[config.mk]
export PLATFORM = sky130hd
export DESIGN_NAME = mem_arbiter
export DESIGN_NICKNAME = d
export VERILOG_FILES = /design/src/rtl/mem_arbiter_pkg.sv /design/src/rtl/mem_arbiter_arb_pick.sv /design/src/rtl/mem_arbiter.sv
export SDC_FILE = /design/constraint.sdc
export NUM_CORES = 1
export LEC_CHECK = 0
export CAP_MARGIN = 40
export CORE_ASPECT_RATIO = 1.4
export CORE_MARGIN = 2
export CORE_UTILIZATION = 37
export DETAILED_ROUTE_END_ITERATION = 8
export PLACE_DENSITY = 0.8
export SLEW_MARGIN = 20
export SYNTH_ARGS = -nofsm -noshare
export SYNTH_HDL_FRONTEND = slang
export SYNTH_HIERARCHICAL = 1
export SYNTH_SLANG_ARGS = --single-unit
[constraint.sdc]
create_clock -name clk -period 1.9 [get_ports clk]
set_input_delay 0.38 -clock clk [delete_from_list [all_inputs] [get_ports clk]]
set_output_delay 0.38 -clock clk [all_outputs]
set_load 0.1 [all_outputs]
[src/rtl/mem_arbiter_pkg.sv]
// Shared definitions for the two-requester data-memory arbiter:
// FSM encoding, requester IDs and default bus widths.
package mem_arbiter_pkg;

    localparam int DEF_ADDR_W = 10;
    localparam int DEF_DATA_W = 16;

    localparam logic REQ_CPU = 1'b0;
    localparam logic REQ_AUX = 1'b1;

    typedef enum logic [1:0] {
        IDLE  = 2'd0,
        ISSUE = 2'd1,
        RDATA = 2'd2
    } arb_state_t;

    // With only two requesters, the winner ID is simply the aux bit of the one-hot vector.
    function automatic logic onehot_to_id(input logic [1:0] oh);
        return oh[REQ_AUX];
    endfunction

endpackage

[src/rtl/mem_arbiter_arb_pick.sv]
// Two-way winner selection. Ties go to CPU (fixed priority), or to the
// requester not granted last when MEM_ARB_RR_EN is defined.
module arb_pick
    import mem_arbiter_pkg::*;
(
    input  logic [1:0] req,
    input  logic       last_gnt,
    output logic [1:0] gnt
);

    always_comb begin
        gnt = 2'b00;
        if (req[REQ_CPU] && req[REQ_AUX]) begin
`ifdef MEM_ARB_RR_EN
            if (last_gnt == REQ_CPU) begin
                gnt[REQ_AUX] = 1'b1;
            end else begin
                gnt[REQ_CPU] = 1'b1;
            end
`else
            gnt[REQ_CPU] = 1'b1;
`endif
        end else begin
            gnt = req;
        end
    end

`ifndef MEM_ARB_RR_EN
    // Fixed priority never looks at history; the port stays for a uniform interface.
    logic unused_last_gnt;
    assign unused_last_gnt = last_gnt;
`endif

endmodule

[src/rtl/mem_arbiter.sv]
// Arbitrates CPU and auxiliary-loader accesses onto one data memory
// (IDLE/ISSUE/RDATA FSM). Define MEM_ARB_RR_EN for round-robin ties.
module mem_arbiter
    import mem_arbiter_pkg::*;
#(
    parameter int ADDR_W = DEF_ADDR_W,
    parameter int DATA_W = DEF_DATA_W
) (
    input  logic              clk,
    input  logic              rst,
    input  logic              cpu_req,
    input  logic              cpu_we,
    input  logic [ADDR_W-1:0] cpu_addr,
    input  logic [DATA_W-1:0] cpu_wdata,
    output logic              cpu_gnt,
    output logic              cpu_rvalid,
    input  logic              aux_req,
    input  logic              aux_we,
    input  logic [ADDR_W-1:0] aux_addr,
    input  logic [DATA_W-1:0] aux_wdata,
    output logic              aux_gnt,
    output logic              aux_rvalid,
    output logic [DATA_W-1:0] rdata,
    output logic              mem_wr_en,
    output logic [ADDR_W-1:0] mem_addr,
    output logic [DATA_W-1:0] mem_wdata,
    input  logic [DATA_W-1:0] mem_rdata
);

    arb_state_t        state_reg, state_next;
    logic              we_reg, we_next;
    logic [ADDR_W-1:0] addr_reg, addr_next;
    logic [DATA_W-1:0] wdata_reg, wdata_next;
    logic              win_reg, win_next;
    logic              last_gnt;
    logic [1:0]        req_vec;
    logic [1:0]        pick_vec;
    logic [1:0]        gnt_vec;
    logic [1:0]        rvalid_vec;
    logic              issue_st;
    logic              rdata_st;

    assign req_vec[REQ_CPU] = cpu_req;
    assign req_vec[REQ_AUX] = aux_req;

    arb_pick u_pick (
        .req      (req_vec),
        .last_gnt (last_gnt),
        .gnt      (pick_vec)
    );

`ifdef MEM_ARB_RR_EN
    // Pointer moves only when a grant is actually issued, so an aborted access leaves it alone.
    logic last_gnt_reg;

    always_ff @(posedge clk or posedge rst) begin
        if (rst) begin
            last_gnt_reg <= REQ_AUX;
        end else if (state_reg == ISSUE) begin
            last_gnt_reg <= win_reg;
        end
    end

    assign last_gnt = last_gnt_reg;
`else
    assign last_gnt = REQ_AUX;
`endif

    always_comb begin
        state_next = state_reg;
        we_next    = we_reg;
        addr_next  = addr_reg;
        wdata_next = wdata_reg;
        win_next   = win_reg;
        case (state_reg)
            IDLE, RDATA: begin
                // Requests are sampled only here, so a req dropped during ISSUE is never seen.
                if (|req_vec) begin
                    state_next = ISSUE;
                    win_next   = onehot_to_id(pick_vec);
                    if (pick_vec[REQ_AUX]) begin
                        we_next    = aux_we;
                        addr_next  = aux_addr;
                        wdata_next = aux_wdata;
                    end else begin
                        we_next    = cpu_we;
                        addr_next  = cpu_addr;
                        wdata_next = cpu_wdata;
                    end
                end else begin
                    state_next = IDLE;
                end
            end
            ISSUE: begin
                state_next = we_reg ? IDLE : RDATA;
            end
            default: begin
                state_next = IDLE;
            end
        endcase
    end

    always_ff @(posedge clk or posedge rst) begin
        if (rst) begin
            state_reg <= IDLE;
            we_reg    <= 1'b0;
            addr_reg  <= '0;
            wdata_reg <= '0;
            win_reg   <= REQ_CPU;
        end else begin
            state_reg <= state_next;
            we_reg    <= we_next;
            addr_reg  <= addr_next;
            wdata_reg <= wdata_next;
            win_reg   <= win_next;
        end
    end

    // All outputs decode from registered state, so reset clears them immediately.
    assign issue_st = (state_reg == ISSUE);
    assign rdata_st = (state_reg == RDATA);

    generate
        for (genvar gi = 0; gi < 2; gi++) begin : g_req
            assign gnt_vec[gi]    = issue_st && (win_reg == 1'(gi));
            assign rvalid_vec[gi] = rdata_st && (win_reg == 1'(gi));
        end
    endgenerate

    assign cpu_gnt    = gnt_vec[REQ_CPU];
    assign aux_gnt    = gnt_vec[REQ_AUX];
    assign cpu_rvalid = rvalid_vec[REQ_CPU];
    assign aux_rvalid = rvalid_vec[REQ_AUX];

    assign mem_wr_en = issue_st && we_reg;
    assign mem_addr  = issue_st ? addr_reg  : '0;
    assign mem_wdata = issue_st ? wdata_reg : '0;
    assign rdata     = rdata_st ? mem_rdata : '0;

endmodule

## Word level (Yosys, flattened, before mapping)

Cells that the tools add are included.

| cells by class | value |
|---|---|
| equal/unequal tests | 2 |
| mux-type cells | 10 |
| bitwise logic cells | 1 |
| reduce and logical (&&, ||, !) cells | 10 |

Operator list:

| operator | count |
|---|---|
| $mux 16 | 3 |
| $mux 10 | 2 |
| $logic_and 1x1->1 | 6 |
| $pmux 2 s2 | 1 |
| $reduce_or 2->1 | 2 |
| $mux 1 | 3 |
| $eq 2x1->1 const B | 1 |
| $eq 2x2->1 const B | 1 |
| $logic_not 2->1 | 1 |
| $mux 2 | 1 |
| $reduce_and 2->1 | 1 |
| $not 1->1 | 1 |

| word-level totals | value |
|---|---|
| bits in registers | 30 |
| input port bits | 74 |
| output and inout port bits | 47 |
| logic and storage cells | 28 |

## Depth between registers and ports, before layout

Gate-level depths: netlist of the first run.

| depth | value |
|---|---|
| word-level depth | 3 |
| depth in mapped cells | 5 |
| depth with buffers taken out | 3 |

## Cells and area by module

Netlist of the first run, hierarchy kept.

Modules (own cells, without submodules):

| module | times used | cells an instance | area each (um2) | sequential area each (um2) |
|---|---|---|---|---|
| mem_arbiter | 1 | 148 | 1939.4 | 750.7 |
| arb_pick | 1 | 2 | 10.0 | 0.0 |

## Worst setup path before layout of the first run

Ideal clock, no wire load.

| timing | value |
|---|---|
| path kind | reg-to-output |
| from | register state_reg[1] |
| to | output cpu_gnt |
| arrival | 2.100 ns |
| required time | 1.520 ns |
| slack | -0.580 ns |
| cell stages (with the launch flop) | 4 |
| path buffers | 1 |
| path through | dfrtp_1 > nor2b_1 > clkbuf_1 > nor2b_1 |

| between the ends | value |
|---|---|
| longest elaborated chain between the ends | 2 |

Ends and longest elaborated chain:

| element | RTL line | RTL |
|---|---|---|
| start, declared | mem_arbiter.sv:30 | `arb_state_t state_reg, state_next;` |
| start signal, assigned | mem_arbiter.sv:111 | `state_reg <= state_next;` |
| $eq 2x1->1 | mem_arbiter.sv:120 | `assign issue_st = (state_reg == ISSUE);` |
| $logic_and 1x1->1 | mem_arbiter.sv:125 | `assign gnt_vec[gi] = issue_st && (win_reg == 1'(gi));` |
| end, declared | mem_arbiter.sv:15 | `output logic cpu_gnt,` |

Every way passes these cells.

## Worst setup path after layout of the first run

| timing | value |
|---|---|
| from | register state_reg[0] |
| to | output mem_addr[4] |

| between the ends | value |
|---|---|
| longest elaborated chain between the ends | 2 |

Ends and longest elaborated chain:

| element | RTL line | RTL |
|---|---|---|
| $eq 2x1->1 | mem_arbiter.sv:120 |  |
| $mux 10 | mem_arbiter.sv:136 | `assign mem_addr = issue_st ? addr_reg : '0;` |
| end, declared | mem_arbiter.sv:25 | `output logic [ADDR_W-1:0] mem_addr,` |

Every way passes these cells.

==> impl_metrics.toml, run 1 <==
[floorplanning]
die_x_microns = 65.23
dieArea_sq_um = 5852
io_pins = 121
row_count = 31
start_util_pct = 37.93
die_h_microns = 89.72
core_area_sq_um = 5120

[place]
io_buffer_count = 120
hpwlAfterDp_microns = 4249
dpl_worst_slack_ps = -79.96
gp_congestion = 0.7447
placedCellCount = 332

[route]
firstDrtPassIters = 2
ant_nets = 0
vias = 1579
dr.first_iter.drc_count = 25
remaining_drc_errors = 0
wl_microns = 5108
wire_per_inst_microns = 15.02
via_per_inst = 4.644

[finish]
n_fill_cell = 331
fin_util_pct = 74.90
finalNonFillerCells = 340
nets = 347
mostFrequentLayoutCells = "clkdlybuf4s50_1, buf_12, mux2_4"
largest_reg_flops = 16
layout-drive-gt1-share_pct = 48.54
layout_commonest_cell = "clkdlybuf4s50_1"
syn2layout_area_growth_pct = 97.49
antennaDiodeCount = 0

[synthesis]
netlist_area_sq_um = 1942
yosys_warnings = 6
avgSynthCellArea_sq_um = 13.12
syn_inst = 148
synth_fp_nets = 222

[cts]
clkSinkCount = 30
cts_tree = "done"
cts-root-buf = "clkbuf_8"
cts_max_level = 2
cts_setup_buffers = 0
cts_buffer_depth = 2
clkLatencyLatePin_ps = 270
clk_pin_slew_ps = 60
numCtsBuffers = 5

[outcome]
status = "completed"

[sta]
finalHoldViolCount = 0
drv_slew = 0
layout_setup_ws_ps = 73.00
tightest_slew_ps = 381.9
finalSetupViolations = 0
fmax_mhz = 547.3
max_slew_margin_pct = 74.54
holdWs_ps = 469.4
finClkSkew_ps = 3.711
period_share_pct = 96.16
fin_crit_ps = 1827
rsz0062_at_grt = "yes"

[setup_path]
worstSetupStartpointType = "register"
ff2ff_setup_slack_ps = 500
cp_max_fo = 14
worstPathArrival_ps = 1450
crit_type = "register to primary output"
critPathCaptureType = "primary output"
cp_data_required_time_ps = 1520

[grt]
grt_pass1_wl_microns = 8362
grt_usage_pct = 18.51
gr-total-overflow = 0
grt_pass1_vias = 1692
antenna_found_initial = 0
grt_max_degree = 31

[run]
max_cap_viol_count = 0

[power_and_ir_drop]
p_leak_uw = 0.001668
fin_total_pwr_uw = 3479
ir_drop_v = 0.0006730
powerDensity_nw_per_um2 = 907.3

[worst_hold_path]
hp-class = "register to register"
-- worst max-delay path, cell delays in order, from the launching register on --
cell     delay, ps
dfrtp_1        400
nor2b_2        200
buf_4          190
and2_1         200
buf_12         190
-- path summary, 6_finish.rpt --
path / start / cells after the start / to
worst max-delay path: state_reg[0] / 4 / mem_addr[4]
worst min-delay path: we_reg / 1 / state_reg[1]
worst max register to register: state_reg[0] / 3 / wdata_reg[10]
worst min register to register: we_reg / 1 / state_reg[1]
max in group asynchronous: rst / 3 / addr_reg[9]
min in group asynchronous: rst / 3 / wdata_reg[3]
-- layer usage --
| layer | part of all wire (%) | up-vias | wire, microns | GRT usage, % |
|---|---|---|---|---|
| met1 | 32 | 740 | 1616 | 17.73 |
| met4 | 1.9 | 0 | 95 | 6.250 |
| met5 | 0 | - | 0 | 0 |
| met2 | 57 | 86 | 2912 | 35.20 |
| met3 | 9.5 | 8 | 484 | 6.383 |
| li1 | - | 745 | - | - |
-- where the power goes --
group / total, uW / switching (uW) / leakage, uW / internal, uW
sequential: 837 / 69.0 / 0.000353 / 768
clock: 519 / 228 / 0.0000482 / 292
combinational: 2120 / 1210 / 0.00127 / 916
-- layout make-up --
class	instances	area, sq um	area share [%]
Timing Repair Buffer	128	1785	46.56
Multi-Input combinational cell	107	1121	29.23
Tap cell	66	82.58	2.153
Inverter	1	3.754	0.09788
Sequential cell	30	750.7	19.58
Clock buffer	7	86.33	2.251
Clock inverter	1	5.005	0.1305
-- metrics by stage --
step / TNS, ps / area (sq um)
floorplan: -64.95 / 1959
global placement: -891.8 / 3737
detailed placement: -1276 / 3737
CTS: 0 / 3829
global route: -33.04 / 3835
finish: 0 / 3835
-- what timing repair did --
| item | in CTS | in global routing |
|---|---|---|
| hold buffers | 0 | 0 |
| endpoints found under the setup margin | 0 | 3 |
| resized for setup | 0 | 2 |
Note: power is estimated with default switching activity, not from simulation.
==> run 2: changes to the inputs <==
- CAP_MARGIN: 40 -> unset
==> results of run 2 <==
No change in the layout: final DEF, timing and power equal those of run 1.
==> run 3: changes to the inputs <==
- CAP_MARGIN: unset -> 30
- CORE_UTILIZATION: 37 -> 34
- PLACE_DENSITY: 0.8 -> 0.77
- SLEW_MARGIN: 20 -> unset
- clock period: 1.9 -> 1.6 ns (I/O delays scaled with it)
==> run 3 against run 2 <==
Against the previous run:
- the run now ends with negative setup slack left
- power grew 21%
- critical path depth stayed put
- sequential power up 19%
- via count down 0.51%
- die area is 8.3% higher
- register-to-register slack lost 400 ps
- clock power increased by 8.3%
==> impl_metrics.toml, run 3 (same netlist as run 1, synthesis figures left out) <==
[worst_hold_path]
hp-class = "input pin to async pin"

[outcome]
violations = "negative setup slack"
status = "finished with violations"

[route]
via_per_inst = 4.501
remaining_drc_errors = 0
wl_microns = 5080
ant_nets = 0
firstDrtPassIters = 4
wire_per_inst_microns = 14.56
dr.first_iter.drc_count = 24
vias = 1571

[floorplanning]
die_x_microns = 67.87
row_count = 32
dieArea_sq_um = 6340
io_pins = 121
start_util_pct = 35.14
die_h_microns = 93.42
core_area_sq_um = 5525

[cts]
holdBufCountCts = 0
clkLatencyLatePin_ps = 270
cts_tree = "done"
clk_pin_slew_ps = 70
cts_max_level = 2
cts_buffer_depth = 2
cts-root-buf = "clkbuf_8"
clkSinkCount = 30
numCtsBuffers = 5

[sta]
max_slew_margin_pct = 73.46
finalHoldViolCount = 0
finClkSkew_ps = 5.399
fmax_mhz = 586.3
rsz0062_at_grt = "yes"
holdWs_ps = 426.8
fin_crit_ps = 1706
finalSetupViolations = 47
drv_slew = 0
period_share_pct = 106.6
layout_setup_ws_ps = -105.7
tightest_slew_ps = 398.2

[place]
dpl_worst_slack_ps = -313.0
gp_congestion = 0.6624
dpl_cell_area_sq_um = 3849
hpwlAfterDp_microns = 4109
io_buffer_count = 120

[grt]
grt_pass1_wl_microns = 8321
antenna_found_initial = 0
grt_pass1_vias = 1743
grt_max_degree = 31
grt_usage_pct = 17.33
gr-total-overflow = 0

[finish]
final_area_sq_um = 4019
multiInputGateArea_sq_um = 1200
antennaDiodeCount = 0
n_fill_cell = 362
regArea_sq_um = 750.7
largest_reg_flops = 16
syn2layout_area_growth_pct = 107.0
layout-drive-gt1-share_pct = 62.28
nets = 355
layout_commonest_cell = "clkdlybuf4s50_1"
mostFrequentLayoutCells = "clkdlybuf4s50_1, buf_12, mux2_4"

[power_and_ir_drop]
ir_drop_v = 0.0007034
power_frac_clock_pct = 13.4
powerDensity_nw_per_um2 = 1044
p_switching_uw = 1799
combPwrFrac_pct = 62.8
p_seq_share_pct = 23.8
internal_power_uw = 2395
p_leak_uw = 0.001775
p_sw_share_pct = 42.90

[setup_path]
rr_worst_depth = 4
worstSetupStartpointType = "register"
cp_max_fo = 8
crit_type = "register to primary output"
cp_data_required_time_ps = 1280
critPathCaptureType = "primary output"
worstPathArrival_ps = 1390

[run]
max_cap_viol_count = 0
==> run 3: cell count changes in the layout (fill, tap and decap cells not counted), moves of 2 or more <==
cell             previous run  this run
and2_1                     34         0
and2_2                     10        27
and2_4                      1        18
buf_4                       3         6
nor2b_2                     3         0
nor2b_4                     1         4
buf_12                     51        53
buf_6                       1         3
clkdlybuf4s50_1            73        71
dlygate4sd2_1               0         2
==> run 3: metal layers <==
layer | up-vias | wire length (microns) | track usage [%]
met5 | - | 0 | 0
met4 | 0 | 42 | 4.500
met3 | 4 | 502 | 5.054
met2 | 87 | 2763 | 31.21
met1 | 722 | 1771 | 19.42
li1 | 758 | - | -
==> run 3: cell type report <==
cell class	instances	area share, %
clock buffers	5	1.712
clock inverters	2	0.2491
inverters	1	0.09340
multi-input cells	107	29.86
flip-flops and latches	30	18.68
well taps	68	2.117
repair buffers	136	47.29
==> run 3: final timing paths <==
kind                                   start             to  slack, ps
min in group clk                      we_reg   state_reg[1]        450
worst min register to register        we_reg   state_reg[1]        450
max in group asynchronous                rst   wdata_reg[8]        880
worst max register to register  state_reg[0]  wdata_reg[13]        100
worst max-delay path            state_reg[0]  mem_wdata[11]       -110
worst min-delay path                     rst   wdata_reg[2]        430
==> run 3: power by group through the flow <==
stage          clock (uW)  sequential (uW)  combinational (uW)
6_report              562              998                2630
2_1_floorplan           0              977                1630
3_3_place_gp            0             1000                2580
3_5_place_dp            0             1010                2600
5_1_grt               615             1020                2730
4_1_cts               585              996                2630
==> run 3: critical path, cell delays in order (launching register included) <==
cell and delay (ps):
dfrtp_1 380, nor2b_4 210, buf_4 170, and2_2 180, buf_12 170
==> run 3: through the flow <==
| step | total power, uW | utilization [%] | std cells | TNS [ps] |
|---|---|---|---|---|
| floorplan | 2611 | - | 148 | -4.613 |
| global placement | 3580 | 69.66 | 338 | -7699 |
| detailed placement | 3609 | 69.66 | 338 | -8138 |
| CTS | 4215 | 72.49 | 349 | -4187 |
| global route | 4365 | 72.74 | 349 | -7521 |
| finish | 4194 | 72.74 | 349 | -3791 |
==> run 3: repair_timing <==
action / 4_1_cts / 5_1_grt
buffers inserted: 3 / 0
endpoints found under the setup margin: 69 / 47
gates resized for setup: 5 / 9
pin swaps: 0 / 4
cloned: 1 / 0
